==> config.mk <==
export PLATFORM = sky130hd
export DESIGN_NAME = data_memory_ws
export DESIGN_NICKNAME = d
export VERILOG_FILES = /design/src/rtl/data_mem_pkg.sv /design/src/rtl/mem_lane_align.sv /design/src/rtl/data_memory_ws.sv
export SDC_FILE = /design/constraint.sdc
export NUM_CORES = 2
export LEC_CHECK = 0
export BUFFER_PORTS_ARGS = -buffer_cell sky130_fd_sc_hd__buf_2
export CAP_MARGIN = 15
export CORE_MARGIN = 3
export CORE_UTILIZATION = 51
export CTS_BUF_LIST = sky130_fd_sc_hd__clkbuf_4 sky130_fd_sc_hd__clkbuf_8 sky130_fd_sc_hd__clkbuf_16
export CTS_CLUSTER_DIAMETER = 40
export DETAILED_ROUTE_END_ITERATION = 12
export PLACE_DENSITY_LB_ADDON = 0.1
export SLEW_MARGIN = 15
export SYNTH_ARGS = -nofsm -noshare
export SYNTH_HDL_FRONTEND = slang
export SYNTH_SLANG_ARGS = --single-unit
export TNS_END_PERCENT = 20
==> constraint.sdc <==
create_clock -name clk -period 19.9 [get_ports clk]
set_input_delay 4.975 -clock clk [delete_from_list [all_inputs] [get_ports clk]]
set_output_delay 4.975 -clock clk [all_outputs]
set_load 0.01 [all_outputs]
==> src/rtl/data_mem_pkg.sv <==
// Shared size encodings, FSM state type and byte-lane mask helper for the wait-state data memory.
package data_mem_pkg;

  localparam logic [1:0] SIZE_BYTE = 2'b00;
  localparam logic [1:0] SIZE_HALF = 2'b01;
  localparam logic [1:0] SIZE_WORD = 2'b10;

  typedef enum logic [1:0] {IDLE, WAIT, DONE} state_t;

  // Byte enables for an access of the given size starting at the given lane.
  function automatic logic [3:0] lane_mask(input logic [1:0] size, input logic [1:0] lane);
    logic [3:0] m;
    case (size)
      SIZE_BYTE: m = 4'b0001 << lane;
      SIZE_HALF: m = 4'b0011 << lane;
      SIZE_WORD: m = 4'b1111;
      default:   m = 4'b0000;
    endcase
    return m;
  endfunction

endpackage

==> src/rtl/mem_lane_align.sv <==
// Combinational lane steering: byte enables, replicated write data and extended read value.
// No state, zero latency; the caller decides when the results are used.
module mem_lane_align
  import data_mem_pkg::*;
(
  input  logic [1:0]  lane,
  input  logic [1:0]  size,
  input  logic        sign_ext,
  input  logic [31:0] wdata,
  input  logic [31:0] rword,
  output logic [3:0]  be,
  output logic [31:0] wword,
  output logic [31:0] rval
);

  logic [7:0]  rbyte;
  logic [15:0] rhalf;

  always_comb begin
    be    = lane_mask(size, lane);
    rbyte = rword[{lane, 3'b000} +: 8];
    rhalf = rword[{lane[1], 4'b0000} +: 16];
    wword = wdata;
    rval  = rword;
    case (size)
      SIZE_BYTE: begin
        wword = {4{wdata[7:0]}};
        rval  = {{24{sign_ext & rbyte[7]}}, rbyte};
      end
      SIZE_HALF: begin
        wword = {2{wdata[15:0]}};
        rval  = {{16{sign_ext & rhalf[15]}}, rhalf};
      end
      default: begin
        wword = wdata;
        rval  = rword;
      end
    endcase
  end

endmodule

==> src/rtl/data_memory_ws.sv <==
// MEM-stage data memory with programmable wait states; ready pulses WAIT_STATES+1 cycles after accept.
// Requests are sampled only in IDLE, so a held request simply stalls until the access completes.
module data_memory_ws
  import data_mem_pkg::*;
#(
  parameter int ADDR_W      = 32,
  parameter int DEPTH       = 64,
  parameter int BASE_ADDR   = 1024,
  parameter int WAIT_STATES = 2
) (
  input  logic              clk,
  input  logic              rst,
  input  logic              mem_read,
  input  logic              mem_write,
  input  logic [ADDR_W-1:0] addr,
  input  logic [31:0]       wdata,
  input  logic [1:0]        size,
  input  logic              sign_ext,
  output logic [31:0]       rdata,
  output logic              ready,
  output logic              busy,
  output logic              err
);

  localparam int                IDX_W    = (DEPTH > 1) ? $clog2(DEPTH) : 1;
  localparam logic [ADDR_W-1:0] BASE     = ADDR_W'(BASE_ADDR);
  localparam logic [ADDR_W-1:0] LIMIT    = ADDR_W'(DEPTH);
  localparam logic [3:0]        CNT_INIT = 4'(WAIT_STATES - 1);

  state_t state, state_nxt;
  logic [3:0] cnt, cnt_nxt;
  logic       finish;

  logic [ADDR_W-1:0] addr_q;
  logic [31:0]       wdata_q;
  logic [1:0]        size_q;
  logic              sext_q, rd_q, wr_q;

  logic [ADDR_W-1:0] e_addr;
  logic [31:0]       e_wdata;
  logic [1:0]        e_size;
  logic              e_sext, e_rd, e_wr;

  logic [ADDR_W-1:0] off;
  logic [1:0]        lane;
  logic [IDX_W-1:0]  idx;
  logic              bad_range, bad_align, acc_err;

  logic [31:0] mem [DEPTH];
  logic [31:0] rword, wword, rval;
  logic [3:0]  be;

  logic [31:0] rdata_q;
  logic        err_q;

  always_ff @(posedge clk) begin
    if (rst) begin
      state <= IDLE;
      cnt   <= '0;
    end else begin
      state <= state_nxt;
      cnt   <= cnt_nxt;
    end
  end

  always_comb begin
    state_nxt = state;
    cnt_nxt   = cnt;
    finish    = 1'b0;
    case (state)
      IDLE: begin
        if (mem_read || mem_write) begin
          if (WAIT_STATES == 0) begin
            state_nxt = DONE;
            finish    = 1'b1;
          end else begin
            state_nxt = WAIT;
            cnt_nxt   = CNT_INIT;
          end
        end
      end
      WAIT: begin
        if (cnt == 4'd0) begin
          state_nxt = DONE;
          finish    = 1'b1;
        end else begin
          cnt_nxt = cnt - 4'd1;
        end
      end
      DONE:    state_nxt = IDLE;
      default: state_nxt = IDLE;
    endcase
  end

  always_ff @(posedge clk) begin
    if (rst) begin
      addr_q  <= '0;
      wdata_q <= '0;
      size_q  <= '0;
      sext_q  <= 1'b0;
      rd_q    <= 1'b0;
      wr_q    <= 1'b0;
    end else if (state == IDLE && (mem_read || mem_write)) begin
      addr_q  <= addr;
      wdata_q <= wdata;
      size_q  <= size;
      sext_q  <= sign_ext;
      rd_q    <= mem_read;
      wr_q    <= mem_write;
    end
  end

  // With zero wait states the access completes on the accept edge, so use the live request.
  always_comb begin
    if (state == IDLE) begin
      e_addr  = addr;
      e_wdata = wdata;
      e_size  = size;
      e_sext  = sign_ext;
      e_rd    = mem_read;
      e_wr    = mem_write;
    end else begin
      e_addr  = addr_q;
      e_wdata = wdata_q;
      e_size  = size_q;
      e_sext  = sext_q;
      e_rd    = rd_q;
      e_wr    = wr_q;
    end
  end

  assign off       = e_addr - BASE;
  assign lane      = off[1:0];
  assign idx       = off[IDX_W+1:2];
  assign bad_range = (e_addr < BASE) || ((off >> 2) >= LIMIT);
  assign bad_align = ((e_size == SIZE_HALF) && lane[0]) ||
                     ((e_size == SIZE_WORD) && (lane != 2'b00));
  assign acc_err   = bad_range || (e_size == 2'b11) || bad_align || (e_rd && e_wr);

  assign rword = mem[idx];

  mem_lane_align u_align (
    .lane     (lane),
    .size     (e_size),
    .sign_ext (e_sext),
    .wdata    (e_wdata),
    .rword    (rword),
    .be       (be),
    .wword    (wword),
    .rval     (rval)
  );

  // The array has no reset; rst only suppresses a write that would land on the same edge.
  always_ff @(posedge clk) begin
    if (!rst && finish && e_wr && !acc_err) begin
      for (int b = 0; b < 4; b++) begin
        if (be[b]) mem[idx][8*b +: 8] <= wword[8*b +: 8];
      end
    end
  end

  always_ff @(posedge clk) begin
    if (rst) begin
      rdata_q <= '0;
      err_q   <= 1'b0;
    end else if (finish) begin
      err_q <= acc_err;
      if (e_rd && !acc_err) rdata_q <= rval;
    end
  end

  assign rdata = rdata_q;
  assign ready = (state == DONE);
  assign busy  = (state != IDLE);
  assign err   = ready & err_q;

endmodule
[Word level (Yosys, flattened, before mapping)]
Memories as Yosys holds them, arrays and structs flattened.
Index checks and enable logic that the tools add are counted.
W data, S select, Z words.
Word-level totals
  bits in registers: 108
  memory bits (writable): 2048
  input bits: 71
  output and inout port bits: 35
  logic and storage cells: 84
  memories kept: 1
Operators by class
  $add $sub $neg: 2
  order comparisons: 2
  equal/unequal tests: 8
  shift operators: 4
  muxes and demuxes: 29
  bitwise operators: 3
  reductions and logical operators: 25
Memories
  mem: depth 64, bits a word 32, rd ports 1, clocked after Yosys merged registers in 0, wr ports 1, RTL line data_memory_ws.sv:49  | logic [31:0] mem [DEPTH];
Operator list (count)
  $pmux W32 S2: 2
  $mux W32: 2
  $lt A32 B11 Y1 const B: 1
  $shiftx A32 B6 Y16: 1
  $shiftx A32 B6 Y8: 1
  $sub A32 B11 Y32 const B: 1
  $ge A30 B7 Y1 const B: 1
  $mux W1: 17
  $pmux W4 S3: 1
  $logic_and A1 B1 Y1: 8
  $mux W4: 2
  $pmux W4 S2: 1
  $eq A2 B2 Y1 const B: 3
  $logic_or A1 B1 Y1: 6
  $mux W2: 3
  $reduce_bool A2 Y1: 3
  $eq A2 B1 Y1 const B: 2
  $logic_not A2 Y1: 2
  $logic_not A4 Y1: 1
  $ne A2 B2 Y1 const B: 2
  $pmux W2 S2: 1
  $reduce_and A2 Y1: 2
  $shl A1 B2 Y4 const A: 1
  $shl A2 B2 Y4 const A: 1
  other kinds (5): 8

[Logic depth before layout (Yosys ltp)]
  depth in word-level cells: 12
  depth in mapped cells: 17
  depth with buffers taken out: 12

[Modules after synthesis]
Synthesis repeated with hierarchy kept, for this count alone.
Second synthesis, totals
  cells, all modules: 5171
  area total of the unflattened synthesis: 82836.9 um2
By module, submodules not included
  data_memory_ws: instances 1, cells an instance 4983, area each 81602.0 um2, seq. area each 63661.1 um2
  mem_lane_align: instances 1, cells an instance 188, area each 1234.9 um2, seq. area each 0.0 um2

[Least setup slack after synthesis]
Ideal clock, no wire load.
  kind: input -> register
  from: in wdata[0]
  to: mem mem[0][24], data pin
  setup time: 0.702 ns
  data arrival time: 8.555 ns
  data required time: 19.198 ns
  slack: 10.642 ns
  cell stages on the path: 4
  path buffers: 0
  path through: nand2_1 > nand2_1 > a21oi_1 > o21ai_0
Between the ends
  cells in the longest elaborated chain, start to end: 2
Ends and longest elaborated chain
  start, declared: RTL line data_memory_ws.sv:16  | input logic [31:0] wdata,
  $mux W32: RTL line data_memory_ws.sv:115  | if (state == IDLE) begin
  via e_wdata[0]: RTL line data_memory_ws.sv:40  | logic [31:0] e_wdata;
  $pmux W32 S2: RTL line mem_lane_align.sv:25  | case (size)
  via u_align.wword[24]: RTL line mem_lane_align.sv:12  | output logic [31:0] wword,
  end, declared: RTL line data_memory_ws.sv:49
The timed path passes the listed nets, and every way through them passes these cells.

[Final worst setup path]
  from: in addr[2]
  to: reg rdata_q[28] (netlist: rdata[28])
Between the ends
  cells in the longest elaborated chain, start to end: 10
  elaborated cells on any way between the ends: 17
  classes of those cells: 1 x add/sub; 2 x order compare; 2 x shift; 2 x mux; 2 x bitwise; 7 x reduce/logical; 1 x memory
Ends and longest elaborated chain
  start, declared: RTL line data_memory_ws.sv:15  | input logic [ADDR_W-1:0] addr,
  $mux W32 *: RTL line data_memory_ws.sv:115
  parallel branches: the longest is 9 deep, another holds $sub A32 B11 Y32
  end signal, assigned: RTL line data_memory_ws.sv:168  | if (e_rd && !acc_err) rdata_q <= rval;
  end, declared: RTL line data_memory_ws.sv:53  | logic [31:0] rdata_q;
Every way passes the cells marked *.
A chain may end at the register's enable or synchronous reset.

==> flow_summary_export.csv <==
group,metric,value,unit
status,outcome,"finished, final reports clean",
setup_path,r2r_start,"state[1]$_SDFFE_PP0P_",
global_routing,grt_pass1_vias,54200,
sta,post-route-min-period,10.0,ns
synth,syn_inst,5724,
global_routing,grt_overflow_total,0,
pwr,power_leakage,31.9,nW
sta,hold_viol_final,0,
setup_path,r2r_cells,13,
sta,slew_viol_final,0,
synth,ys_async_sr_fraction,0,
place,place_hpwl,181,mm
cells_and_area,ff_latch_area,63700,µm²
cells_and_area,final_layout_size_suffix_gt1_frac,0.177,
clocking,cts_root_buffer,"clkbuf_16",
cells_and_area,fin_nets,6078,
floorplanning,rows,148,
floorplanning,core_region_area,164000,µm²
synth,ys.flop_type,"edfxtp_1",
route,via_per_inst,6.87,
floorplanning,die_area,170000,µm²
synth,synth_top_area_cell,"edfxtp_1",
synth,synth-seq-cells,2156,
route,drtIter0Drc,9104,
job,cap_violations,0,
clocking,cts_buffer_depth,4,
worst_hold_path,min_to,"wdata_q[11]$_SDFFE_PP0P_",
sta,whs,0.454,ns
place,gp_congestion,0.970,
setup_path,path_max_fanout,80,
global_routing,grt_use_total,0.354,
synth,yosysMostFrequentCell,"edfxtp_1",
setup_path,worstPathArrival,10.73,ns
clocking,clkSlewWorstSetupHoldPaths,0.05,ns
synth,synth_common_cells,"edfxtp_1 (2048), nand2_1 (657), o22ai_1 (342)",
sta,fmax,0.100,GHz
cells_and_area,multi_input_area,19700,µm²
clocking,hold_buffers,0,
synth,synth-seq-area-share,0.754,
global_routing,antenna_found_initial,14,
synth,synth_cell_types,93,
sta,fin_crit_sh,0.502,
clocking,cts_tree,"yes",
pwr,ir_worst_vdd,101,µV
setup_path,end_kind,"flop",
synth,syn_avg_cell_area,14.7,µm²
floorplanning,ios,106,
cells_and_area,area_growth,17.2,%
clocking,cts_max_level,5,
route,drc_errors,0,
clocking,clkSinkCount,2156,
route,wl_per_cell,36.2,µm
setup_path,r2r_end,"mem[35][9]$_DFFE_PP_",
global_routing,grt_max_degree,91,
cells_and_area,fin_cells,8401,
route,drt-total-wl,304,mm
synth,synthTopCellsByArea,"edfxtp_1 (73%), nand2_1 (2.9%), dfxtp_1 (2.6%), o22ai_1 (2.5%), a22oi_1 (2.4%)",
synth,syn_nets,5797,
setup_path,worstPathRequired,20.64,ns
worst_hold_path,hold_class,"reg2reg",
sta,worstMarginPinSlew,1.29,ns
cells_and_area,fin_util,0.605,
floorplanning,start_util,0.516,
cells_and_area,nFillCells,12400,
sta,rsz0062_at_grt,"no",
sta,finClkSkew,0.0769,ns
floorplanning,fp.dieW,413,µm
place,io_buffers,105,
sta,setup_viol,0,
global_routing,grt_pass1_wl,425,mm
place,placed_cells,7876,
sta,setup_tns,0,ns
clocking,clock_latency,0.94,ns
setup_path,r2r_slack,13.37,ns
worst_hold_path,worstHoldPathCells,2,
route,first_pass_iters,6,
clocking,cts_made_buffers,301,
setup_path,cp-start-kind,"primary input",
clocking,cts_resized,0,
clocking,postCtsSetupBuffers,0,
synth,syn_area,84400,µm²
worst_hold_path,hold_start,"wdata_q[11]$_SDFFE_PP0P_",
pwr,p_per_area,128,nW/µm²
synth,synth_top_area_share,0.729,
route,vias,57700,
route,ant_nets,0,
synth,synth-edff-count,2048,
sta,relSlewSlack,0.135,
setup_path,worstSetupPathType,"in2reg",
synth,yosys_warnings,0,
floorplanning,die_h,413,µm
worst max-delay path, stage by stage:
cell,delay (ns)
buf_2,0.57
or3b_1,0.67
nand2_8,0.66
buf_4,0.60
buf_4,0.58
mux2i_1,0.24
o22ai_1,0.09
a22oi_1,0.23
nand4_1,0.24
o21ai_1,0.62
a31oi_1,0.26
o21ai_2,0.72
a31oi_1,0.17
how the worst max path moves through the flow:
stage	start	endpoint	slack (ns)	depth (start not counted)
after floorplan	wdata[0]	mem[0][24]$_DFFE_PP_	10.64	4
after global routing	addr[2]	rdata[28]$_SDFFE_PP0P_	9.71	13
after CTS	addr[2]	rdata[28]$_SDFFE_PP0P_	10.16	13
final	addr[2]	rdata[28]$_SDFFE_PP0P_	9.90	13
after global placement	addr[2]	rdata[16]$_SDFFE_PP0P_	9.24	13
after detailed placement	addr[2]	rdata[28]$_SDFFE_PP0P_	9.18	13
state kept, by name (all words and copies together), names as in the netlist:
register  flops
wdata_q      32
wr_q          1
rdata        32
size_q        2
err_q         1
sext_q        1
cnt           4
mem        2048
addr_q       32
state         2
rd_q          1
final cells by class:
cell class | count | share of cell area
antenna | 6 | 0.000152
clock buffer | 345 | 0.0806
clock inverter | 173 | 0.0203
inverter | 12 | 0.000468
multi-input combinational | 3140 | 0.199
sequential | 2156 | 0.644
tap | 2175 | 0.0275
timing repair buffer | 394 | 0.0282
stage by stage:
stage,cell area (µm²),power (W),setup slack (ns)
after floorplan,84400,0.00640,10.64
after global placement,88800,0.00731,9.24
after detailed placement,88900,0.00733,9.18
after CTS,98900,0.0126,10.16
after global routing,98900,0.0129,9.71
final,98900,0.0127,9.90
layout by cell type, fill, tap and decap left out, types with 22 or more instances in the layout:
cell / synthesis / final
o22a_1: 22 / 22
nand2_1: 657 / 648
dfxtp_1: 108 / 106
buf_4: 21 / 281
and3_1: 34 / 34
nor4_1: 64 / 57
a32oi_1: 25 / 25
buf_2: 161 / 105
a221oi_1: 61 / 61
inv_6: 0 / 31
nor3_1: 246 / 204
nand4_1: 32 / 32
clkinv_2: 0 / 34
nand3_1: 89 / 89
clkinv_1: 0 / 28
o22ai_1: 342 / 339
mux2i_1: 125 / 117
clkbuf_16: 0 / 306
clkbuf_4: 0 / 35
a211oi_1: 26 / 26
a22o_1: 45 / 43
bufinv_16: 0 / 35
nor3_2: 30 / 70
a21oi_1: 292 / 284
o211ai_1: 27 / 27
a22oi_1: 266 / 261
nor2_1: 243 / 230
o21ai_0: 97 / 83
a31oi_1: 92 / 86
edfxtp_1: 2048 / 2048
o221ai_1: 27 / 27
per-layer routing:
| layer | GRT usage | vias up | wire, µm |
|---|---|---|---|
| li1 | - | 23500 | - |
| met1 | 0.499 | 29200 | 115000 |
| met2 | 0.518 | 4273 | 133000 |
| met3 | 0.0935 | 728 | 40000 |
| met4 | 0.162 | 4 | 15800 |
| met5 | 0 | - | 28 |
where the power goes:
group	internal, W	switching (W)	total, W
logic	0.000409	0.00158	0.00199
registers	0.00531	0.0000133	0.00532
clock network	0.00335	0.00202	0.00537
kinds of logic after synthesis:
group | share of synthesized area
AOI/OAI and AO/OA | 0.121
xor gates and xnor gates | 0.000623
adders and majority gates | 0.000296
buffers and inverters | 0.0242
DFF | 0.754
muxes | 0.0162
and+or+nand+nor | 0.0832
Note: power is estimated with default switching activity, not from simulation.
